## config.mk

```make
export PLATFORM = sky130hd
export DESIGN_NAME = z80_bus_tracer
export DESIGN_NICKNAME = d
export VERILOG_FILES = /design/src/rtl/z80_bus_tracer_pkg.sv /design/src/rtl/z80_bus_tracer_ring_buf.sv /design/src/rtl/z80_bus_tracer.sv
export SDC_FILE = /design/constraint.sdc
export NUM_CORES = 2
export LEC_CHECK = 0
export BUFFER_PORTS_ARGS = -buffer_cell sky130_fd_sc_hd__buf_2
export CAP_MARGIN = 20
export CORE_ASPECT_RATIO = 1.25
export CORE_MARGIN = 1.5
export CORE_UTILIZATION = 50
export DETAILED_ROUTE_END_ITERATION = 7
export PLACE_DENSITY = 0.68
export SLEW_MARGIN = 20
export SYNTH_ARGS = -nofsm -noshare
export SYNTH_HDL_FRONTEND = slang
export SYNTH_SLANG_ARGS = --single-unit
```

## constraint.sdc

```tcl
create_clock -name clk -period 12.8 [get_ports clk]
set_clock_uncertainty 0.05 [all_clocks]
set_input_delay 0.64 -clock clk [delete_from_list [all_inputs] [get_ports clk]]
set_output_delay 0.64 -clock clk [all_outputs]
set_load 0.01 [all_outputs]
```

## src/rtl/z80_bus_tracer_pkg.sv

```systemverilog
// Shared definitions for the Z80 bus tracer: bus widths, transaction type codes, entry layout.
package z80_bus_tracer_pkg;

  localparam int unsigned ADDR_W    = 16;
  localparam int unsigned DATA_W    = 8;
  localparam int unsigned TYPE_W    = 3;
  localparam int unsigned NUM_TYPES = 5;
  localparam int unsigned HDR_W     = TYPE_W + ADDR_W + DATA_W;
  localparam int unsigned DROP_W    = 8;

  typedef enum logic [TYPE_W-1:0] {
    TYPE_MEM_RD  = 3'd0,
    TYPE_MEM_WR  = 3'd1,
    TYPE_IO_RD   = 3'd2,
    TYPE_IO_WR   = 3'd3,
    TYPE_IRQ_ACK = 3'd4
  } trace_type_e;

  // Entry layout, MSB first: {type, addr, data, ts}
  function automatic int unsigned entry_w(input int unsigned ts_w);
    return HDR_W + ts_w;
  endfunction

  function automatic logic is_write_type(input logic [TYPE_W-1:0] t);
    return (t == TYPE_MEM_WR) || (t == TYPE_IO_WR);
  endfunction

endpackage

```

## src/rtl/z80_bus_tracer_ring_buf.sv

```systemverilog
// Trace ring buffer: FWFT read, push/pop with optional overwrite-oldest, sticky loss tracking.
module trace_ring_buf
  import z80_bus_tracer_pkg::*;
#(
  parameter int unsigned DEPTH   = 64,
  parameter int unsigned ENTRY_W = 43
) (
  input  logic                     clk,
  input  logic                     rst_n,
  input  logic                     clear,
  input  logic                     push,
  input  logic [ENTRY_W-1:0]       push_data,
  input  logic [2:0]               extra_drops,
  input  logic                     pop,
  input  logic                     wrap_mode,
  output logic                     valid,
  output logic [ENTRY_W-1:0]       rd_data,
  output logic [$clog2(DEPTH):0]   count,
  output logic                     overflow,
  output logic [DROP_W-1:0]        drop_cnt
);

  localparam int unsigned PTR_W = $clog2(DEPTH);
  localparam int unsigned CNT_W = PTR_W + 1;

  logic [ENTRY_W-1:0] mem [DEPTH];
  logic [PTR_W-1:0]   wr_ptr;
  logic [PTR_W-1:0]   rd_ptr;

  logic       full, empty, do_pop, do_write, overwrite, lost;
  logic [2:0] n_lost;
  logic [DROP_W:0] drop_sum;

  // A pop in the same cycle frees a slot, so a full buffer only loses when nobody reads.
  always_comb begin
    full      = (count == CNT_W'(DEPTH));
    empty     = (count == '0);
    do_pop    = pop & ~empty;
    lost      = push & full & ~do_pop;
    overwrite = lost & wrap_mode;
    do_write  = push & (~full | do_pop | wrap_mode);
    n_lost    = 3'(lost) + extra_drops;
    drop_sum  = {1'b0, drop_cnt} + (DROP_W+1)'(n_lost);
  end

  always_ff @(posedge clk) begin
    if (do_write && !clear) mem[wr_ptr] <= push_data;
  end

  always_ff @(posedge clk or negedge rst_n) begin
    if (!rst_n) begin
      wr_ptr   <= '0;
      rd_ptr   <= '0;
      count    <= '0;
      overflow <= 1'b0;
      drop_cnt <= '0;
    end else if (clear) begin
      wr_ptr   <= '0;
      rd_ptr   <= '0;
      count    <= '0;
      overflow <= 1'b0;
      drop_cnt <= '0;
    end else begin
      if (do_write) wr_ptr <= wr_ptr + PTR_W'(1);
      if (do_pop || overwrite) rd_ptr <= rd_ptr + PTR_W'(1);
      count <= count + CNT_W'(do_write & ~overwrite) - CNT_W'(do_pop);
      if (n_lost != 3'd0) begin
        overflow <= 1'b1;
        drop_cnt <= drop_sum[DROP_W] ? {DROP_W{1'b1}} : drop_sum[DROP_W-1:0];
      end
    end
  end

  assign valid   = ~empty;
  assign rd_data = valid ? mem[rd_ptr] : '0;

endmodule

```

## src/rtl/z80_bus_tracer.sv

```systemverilog
// Z80 bus tracer: strobe edge capture, priority select, address/type windows, timestamp.
module z80_bus_tracer
  import z80_bus_tracer_pkg::*;
#(
  parameter int unsigned DEPTH       = 64,
  parameter int unsigned TS_W        = 16,
  parameter int unsigned NUM_FILTERS = 2
) (
  input  logic                        clk,
  input  logic                        rst_n,
  input  logic [ADDR_W-1:0]           z80_addr,
  input  logic [DATA_W-1:0]           z80_do,
  input  logic [DATA_W-1:0]           z80_di,
  input  logic                        z80_mem_rd,
  input  logic                        z80_mem_wr,
  input  logic                        z80_io_rd,
  input  logic                        z80_io_wr,
  input  logic                        z80_irq_rd,
  input  logic                        enable,
  input  logic                        wrap_mode,
  input  logic                        clear,
  input  logic [NUM_FILTERS-1:0]      flt_en,
  input  logic [16*NUM_FILTERS-1:0]   flt_lo,
  input  logic [16*NUM_FILTERS-1:0]   flt_hi,
  input  logic [5*NUM_FILTERS-1:0]    flt_type,
  output logic                        trace_valid,
  output logic [HDR_W+TS_W-1:0]       trace_data,
  input  logic                        trace_ready,
  output logic [$clog2(DEPTH):0]      count,
  output logic                        overflow,
  output logic [DROP_W-1:0]           drop_cnt
);

  localparam int unsigned ENTRY_W = entry_w(TS_W);

  logic [NUM_TYPES-1:0] strobe, strobe_q, fall;
  logic [ADDR_W-1:0]    addr_q [NUM_TYPES];
  logic [DATA_W-1:0]    data_q [NUM_TYPES];
  logic [TS_W-1:0]      ts_q;

  logic [TYPE_W-1:0]    sel;
  logic                 found;
  logic [2:0]           n_fall;
  logic [ADDR_W-1:0]    sel_addr;
  logic [DATA_W-1:0]    sel_data;
  logic [NUM_FILTERS-1:0] hit;
  logic                 pass, push;
  logic [2:0]           extra_drops;
  logic [ENTRY_W-1:0]   push_data;

  assign strobe = {z80_irq_rd, z80_io_wr, z80_io_rd, z80_mem_wr, z80_mem_rd};
  assign fall   = strobe_q & ~strobe;

  // Track each strobe independently; the last high cycle's addr/data is what gets committed.
  always_ff @(posedge clk or negedge rst_n) begin
    if (!rst_n) begin
      strobe_q <= '0;
      ts_q     <= '0;
      for (int i = 0; i < int'(NUM_TYPES); i++) begin
        addr_q[i] <= '0;
        data_q[i] <= '0;
      end
    end else begin
      strobe_q <= strobe;
      ts_q     <= clear ? '0 : ts_q + TS_W'(1);
      for (int i = 0; i < int'(NUM_TYPES); i++) begin
        if (strobe[i]) begin
          addr_q[i] <= z80_addr;
          data_q[i] <= is_write_type(TYPE_W'(i)) ? z80_do : z80_di;
        end
      end
    end
  end

  // Lowest type code wins when several strobes fall together.
  always_comb begin
    sel    = '0;
    found  = 1'b0;
    n_fall = '0;
    for (int i = 0; i < int'(NUM_TYPES); i++) begin
      if (fall[i]) begin
        n_fall = n_fall + 3'd1;
        if (!found) begin
          sel   = TYPE_W'(i);
          found = 1'b1;
        end
      end
    end
  end

  assign sel_addr = addr_q[sel];
  assign sel_data = data_q[sel];

  for (genvar g = 0; g < int'(NUM_FILTERS); g++) begin : g_win
    logic [ADDR_W-1:0] lo, hi;
    logic [NUM_TYPES-1:0] tmask;
    assign lo     = flt_lo[16*g +: 16];
    assign hi     = flt_hi[16*g +: 16];
    assign tmask  = flt_type[5*g +: 5];
    assign hit[g] = flt_en[g] & (sel_addr >= lo) & (sel_addr <= hi) & tmask[sel];
  end

  assign pass        = ~(|flt_en) | (|hit);
  assign push        = found & enable & pass;
  assign extra_drops = (found && enable) ? n_fall - 3'd1 : 3'd0;
  assign push_data   = {sel, sel_addr, sel_data, ts_q};

  trace_ring_buf #(
    .DEPTH   (DEPTH),
    .ENTRY_W (ENTRY_W)
  ) u_buf (
    .clk         (clk),
    .rst_n       (rst_n),
    .clear       (clear),
    .push        (push),
    .push_data   (push_data),
    .extra_drops (extra_drops),
    .pop         (trace_ready),
    .wrap_mode   (wrap_mode),
    .valid       (trace_valid),
    .rd_data     (trace_data),
    .count       (count),
    .overflow    (overflow),
    .drop_cnt    (drop_cnt)
  );

endmodule

```

-- Word level (Yosys, flattened, before mapping)
Memories as Yosys holds them, arrays and structs flattened.
Cells that the tools add are included.
- output and inout port bits: 60
- logic and storage cells: 116
- input port bits: 119
- RAM bits: 2752
- bits in registers: 169
- memories: 1
- reduce and logical (&&, ||, !) cells: 11
- muxes and demuxes: 43
- bitwise gates (word level): 25
- magnitude comparators: 6
- $add $sub $neg: 12
- equality and inequality tests: 1
- memories (name ; words ; bits a word ; read ports ; clocked after memory_dff ; write ports ; line ; text):
    u_buf.mem ; 64 ; 43 ; 1 ; 0 ; 1 ; z80_bus_tracer_ring_buf.sv:26 ; logic [ENTRY_W-1:0] mem [DEPTH];
- operators by type and width (kind ; number):
    binary-select mux 16 bit (select 3 bit) ; 1
    two-way mux 16 bit ; 3
    two-way mux 43 bit ; 1
    two-way mux 8 bit ; 5
    two-way mux 3 bit ; 11
    >= comparator 16 bit ; 2
    <= comparator 16 bit ; 2
    binary-select mux 8 bit (select 3 bit) ; 1
    two-way mux 6 bit ; 4
    adder 16 x 1 -> 16 bit, second input constant ; 1
    two-way mux 1 bit ; 14
    AND 1 bit ; 13
    adder 3 x 1 -> 3 bit, second input constant ; 4
    adder 6 x 1 -> 6 bit, second input constant ; 2
    adder 8 x 3 -> 9 bit ; 1
    adder 7 bit ; 1
    AND 1 x 7 -> 7 bit ; 1
    equality test 7 bit, second input constant ; 1
    logical NOT 7 bit ; 1
    two-way mux 7 bit ; 1
    NOT 1 -> 7 bit ; 1
    subtractor 7 x 1 -> 7 bit ; 1
    binary-select mux 1 bit (select 3 bit) ; 2
    nonzero test 2 bit ; 3
    14 further kinds ; 21

-- Depth between registers and ports, before layout
- word-level depth: 30
- mapped depth: 32

-- By module
Synthesis repeated with hierarchy kept, for this count alone.
- cell total of the unflattened synthesis: 5738
- area total of the unflattened synthesis: 115156.7 µm²
- modules (own cells, without submodules) (module ; area an instance (µm²) ; cells each ; times used):
    trace_ring_buf ; 106777.4 ; 4894 ; 1
    z80_bus_tracer ; 8379.3 ; 844 ; 1

-- Least setup slack after synthesis
No wires, ideal clock.
- path kind: input to register
- start point: in z80_mem_wr
- end point: mem u_buf.mem[60][0] (enable)
- path slack: -0.118 ns
- required time: 12.199 ns
- stages on the path: 23
- arrival time: 12.317 ns
- path buffers: 5
- path through: buf_4 nor2b_4 ha_1 a41oi_1 or2_1 buf_6 inv_6 clkbuf_1 nand2_1 nand3_1 o21ai_0 o21ai_0 ha_1 nand4_1 nor3_1 a21boi_0 or4_1 a21oi_1 and3b_1 o22ai_2 buf_6 buf_2 nor4_1
- longest elaborated chain between the ends: 24
- elaborated cells on any way between the ends: 39
- RTL lines (item ; line ; text):
    start, declared ; z80_bus_tracer.sv:15 ; input logic z80_mem_wr,
    NOT 5 bit * ; z80_bus_tracer.sv:52 ; assign fall = strobe_q & ~strobe;
    AND 5 bit * ; z80_bus_tracer.sv:52 ;
    two-way mux 1 bit ; z80_bus_tracer.sv:81 ; if (fall[i]) begin
    two-way mux 3 bit ; z80_bus_tracer.sv:83 ; if (!found) begin
    two-way mux 3 bit ; z80_bus_tracer.sv:81 ;
    two-way mux 3 bit ; z80_bus_tracer.sv:83 ;
    two-way mux 3 bit ; z80_bus_tracer.sv:81 ;
    two-way mux 3 bit ; z80_bus_tracer.sv:83 ;
    [... 1 more ...] ; - ;
    via sel[0] ; z80_bus_tracer.sv:41 ; logic [TYPE_W-1:0] sel;
    [... 4 more ...] ; - ;
    via sel_addr[8] ; z80_bus_tracer.sv:44 ; logic [ADDR_W-1:0] sel_addr;
    [... 1 more ...] ; - ;
    AND 1 bit (3 in series) ; z80_bus_tracer.sv:100 ; assign hit[g] = flt_en[g] & (sel_addr >= lo) & (sel_addr <= hi) & tmask[sel];
    OR reduction 2 bit * ; z80_bus_tracer.sv:103 ; assign pass = ~(|flt_en) | (|hit);
    bitwise OR 1 bit * ; z80_bus_tracer.sv:103 ;
    AND 1 bit * ; z80_bus_tracer.sv:104 ; assign push = found & enable & pass;
    AND 1 bit * ; z80_bus_tracer_ring_buf.sv:41 ; do_write = push & (~full | do_pop | wrap_mode);
    logical AND 1 bit * ; z80_bus_tracer_ring_buf.sv:47 ; if (do_write && !clear) mem[wr_ptr] <= push_data;
    two-way mux 1 bit * ; z80_bus_tracer_ring_buf.sv:47 ;
    two-way mux 1 bit (implied by the code) * ; z80_bus_tracer_ring_buf.sv:47 ;
    end, declared ; z80_bus_tracer_ring_buf.sv:26 ;
The timed path passes the listed nets; every way through them passes the cells marked *. The select of a mux whose other input is x is not followed.

-- Final worst setup path
- start point: in z80_mem_rd
- end point: mem u_buf.mem[6][22] (enable)
- longest elaborated chain between the ends: 26
- elaborated cells on any way between the ends: 41
- RTL lines (item ; line ; text):
    start, declared ; z80_bus_tracer.sv:14 ; input logic z80_mem_rd,
    NOT 5 bit * ; z80_bus_tracer.sv:52 ;
    AND 5 bit * ; z80_bus_tracer.sv:52 ;
    two-way mux 1 bit * ; z80_bus_tracer.sv:81 ;
    two-way mux 1 bit ; z80_bus_tracer.sv:83 ;
    two-way mux 1 bit ; z80_bus_tracer.sv:81 ;
    two-way mux 3 bit ; z80_bus_tracer.sv:83 ;
    two-way mux 3 bit ; z80_bus_tracer.sv:81 ;
    two-way mux 3 bit ; z80_bus_tracer.sv:83 ;
    [... 7 more ...] ; - ;
    via sel_addr[1] ; z80_bus_tracer.sv:44 ;
    [... 1 more ...] ; - ;
    AND 1 bit (3 in series) ; z80_bus_tracer.sv:100 ;
    OR reduction 2 bit * ; z80_bus_tracer.sv:103 ;
    bitwise OR 1 bit * ; z80_bus_tracer.sv:103 ;
    AND 1 bit * ; z80_bus_tracer.sv:104 ;
    AND 1 bit * ; z80_bus_tracer_ring_buf.sv:41 ;
    logical AND 1 bit * ; z80_bus_tracer_ring_buf.sv:47 ;
    two-way mux 1 bit * ; z80_bus_tracer_ring_buf.sv:47 ;
    two-way mux 1 bit (implied by the code) * ; z80_bus_tracer_ring_buf.sv:47 ;
Marks and branches as above.

==> flow_summary.ini <==
[synth]
netlist_instances = 5036
yosysSeqAreaShare = 0.757
netlist_area_um2 = 115000
synth-edff-count = 2752
synth_top_area_frac = 0.721
synth_commonest_cells = 2752 x edfxtp_1, 903 x mux4_2, 186 x clkbuf_1
synth_cell_types = 67
ys.flop_type = edfxtp_1
yosys-top-cells-area = edfxtp_1 72%, mux4_2 18%, dfrtp_1 3.7%
synth_nets = 5244
yosys_warnings = 0
synth_async_sr_flop_share = 0.0579
post_synth.cell_area_avg_um2 = 22.8
synth_top_cell_by_area = edfxtp_1
yosysMostFrequentCell = edfxtp_1
synth_seq_cells = 2921

[worst_setup_path]
r2r_slack_ns = 4.47
worst_setup_path_start_kind = input pin
crit_path_end_kind = flip-flop
worstPathRequired_ns = 13.21
worstSetupStartpoint = z80_mem_rd
cp_common_cell = buf_4
slowest_stage = or4b_1
max_stage_delay_ns = 0.88
critPathMaxFanout = 108
worstPathArrival_ns = 8.88
cp_cell_sequence = buf_2 -> nand2b_4 -> ha_1 -> a41oi_1 -> or2_1 -> buf_4 -> inv_6 -> nand2_1 -> nand2_1 -> o21ai_0 -> o21ai_4 -> buf_4 -> ha_1 -> nor2b_1 -> o211ai_1 -> a21boi_0 -> or4_1 -> a21oi_1 -> and3b_1 -> o22ai_2 -> buf_4 -> or4b_1 -> nor2_4 -> buf_4
reg2reg_from = strobe_q[4]$_DFF_PN0_
setup.worst_path.class = in -> reg

[global_routing]
grt_pass1_vias = 55494
grt_max_degree = 128
grt_pass1_wl_um = 410000
grt_usage = 0.249
grt-ovfl-total = 0
antenna_found_initial = 23

[sta]
holdWs_ns = 0.0605
rsz0062_at_grt = no
max_slew_margin = 0.284
report.final.slew_viol_count = 0
fmax_mhz = 118
hold_viol = 0
setup_violations = 0
setup_slack_ns = 4.33
period_share = 0.662
worstMarginPinSlew_ns = 1.07
min_period_ns = 8.47

[power]
swShare = 0.246
powerDensity_nw_per_um2 = 171
comb_power_share = 0.146
clockPowerShare = 0.364
power.leakage_nw = 41.0
p_switching_mw = 5.42
p_seq_frac = 0.489
ir_worst_vdd_v = 0.000144
power.internal_mw = 16.6

[route]
ant_nets = 0
first_iter_violations = 6311
first_pass_iters = 5
num_vias = 54249
wire_per_inst_um = 33.5
drt-vias-per-instance = 6.30
drt_wl_total_um = 289000
drc = 0

[die]
dieArea_um2 = 232000
row_count = 196
die_w_um = 431
initial_utilization = 0.503
chipHeight_um = 538
io_pins = 179
coreArea_um2 = 228000

[final_layout]
fin_nets = 5602
drive_gt1_frac = 0.330
design_area_um2 = 129000
synthToLayoutAreaGrowth_pct = 12.7
finish.utilization = 0.567

[outcome]
run_status = finished clean

[clocking]
max-clock-path-buffers = 4
clock-sinks = 2921
insertion_delay_ns = 0.84
post_cts_resized = 0
cts_tree = built
h-tree-depth = 5
numCtsBuffers = 279
cts_setup_buffers = 0
clk_transition_reported_paths_ns = 0.06
cts_root_buf = clkbuf_16

[place]
portBuffers = 178
placed_area_um2 = 120000
place_congestion = 0.852
hpwl_um = 166000
dpl_worst_slack_ns = 3.43

[job]
maxCapViolCount = 0

[hold_path]
hold_path_class = in -> reg
worstHoldStart = z80_addr[7]
[power by group through the flow]
stage               logic [mW]  registers (mW)  clock network [mW]
finish                    3.23            10.8                8.03
global route              3.41            10.8                8.48
CTS                       3.28            10.8                8.14
detailed placement        3.27            11.0                   0
global placement          3.22            11.0                   0
floorplan                 2.09            11.0                   0
[layout make-up]
| cell class | instances | area, um^2 |
|---|---|---|
| repair buffers | 349 | 2330 |
| clock inverters | 141 | 1390 |
| diodes | 40 | 100 |
| clock buffers | 350 | 7400 |
| well taps | 2970 | 3720 |
| inverters | 82 | 313 |
| fillers | 16343 | 98800 |
| flip-flops and latches | 2921 | 86900 |
| multi-input cells | 1761 | 27100 |
[state kept, by name, indices dropped and copies added, names as in the netlist]
signal	flops
u_buf.overflow	1
u_buf.rd_ptr	6
u_buf.wr_ptr	6
ts_q	16
data_q	40
u_buf.drop_cnt	8
u_buf.count	7
addr_q	80
strobe_q	5
u_buf.mem	2752
[path summary, 6_finish.rpt]
path                                              endpoint  cells past startpoint
worst min-delay path                addr_q[23]$_DFFE_PN0P_                      2
worst max register to register  u_buf.mem[6][22]$_DFFE_PP_                     23
worst min register to register           ts_q[0]$_DFF_PN0_                      1
max in group asynchronous            addr_q[4]$_DFFE_PN0P_                      3
worst max-delay path            u_buf.mem[6][22]$_DFFE_PP_                     24
min in group asynchronous           addr_q[22]$_DFFE_PN0P_                      2
[repair_timing]
item                                    CTS  global route
hold buffers                             18             0
hold endpoints to repair                 98             0
endpoints found under the setup margin    0             0
[routing by layer]
metal | routed length [um] | share of wire | GRT usage | vias to the layer above
met5 | 71 | 0.00025 | 0 | -
met4 | 9870 | 0.034 | 0.0842 | 12
met3 | 21100 | 0.073 | 0.0378 | 422
met2 | 150000 | 0.52 | 0.424 | 2581
met1 | 108000 | 0.37 | 0.329 | 29302
li1 | - | - | - | 21932
[metrics by stage]
| stage | instances | setup TNS, ns | power [mW] |
|---|---|---|---|
| 2_1_floorplan | 5036 | -38.01 | 13.1 |
| 3_3_place_gp | 8065 | 0 | 14.2 |
| 3_5_place_dp | 8065 | 0 | 14.3 |
| 4_1_cts | 8574 | 0 | 22.2 |
| 5_1_grt | 8611 | 0 | 22.7 |
| 6_report | 8614 | 0 | 22.0 |
[logic make-up (layout without fill, tap and decap cells)]
family	count (synthesis)	count (layout)	synth area share
compound gates	173	173	0.00956
flops	2921	2921	0.757
other cells	0	40	0
mux	1035	1035	0.190
xor+xnor	26	26	0.00199
fa+ha+maj	89	89	0.00984
simple gates	438	438	0.0186
buf+inv	354	922	0.0123
[critical path, delay by kind of cell]
kind	cells	cell delay, ns
and+or+nand+nor	9	3.59
AOI/OAI and AO/OA	7	0.86
adders and majority gates	2	0.61
buffers and inverters	6	3.02
[cells in the final DEF (no fill, tap or decap), types with 7 or more instances in the layout]
master         netlist  layout
edfxtp_1          2752    2752
mux4_2             903     903
clkbuf_16            0     283
buf_2                2     177
dfrtp_1            169     163
nand2_1            159     159
buf_4                4     144
mux2_2             129     129
ha_1                87      87
inv_1               80      80
clkbuf_1           186      60
clkinv_1             0      58
a21oi_1             51      50
nor2_4               0      49
and2_1              46      46
nor2_1              84      43
nand3_1             42      42
diode_2              0      40
clkinv_2             0      35
o21ai_0             56      33
o21ai_4              0      23
bufinv_16            0      19
dlygate4sd3_1        0      18
nand4_1             15      15
xor2_1              14      14
nor2b_1             13      13
a21o_1              13      13
xnor2_1             12      12
nor3_1              17       9
inv_6                1       9
or3_1                9       9
nor4_2               1       8
nor3_2               0       8
buf_12               0       8
a211oi_1             7       7
clkbuf_8             0       7
(Power assumes the default switching activity.)
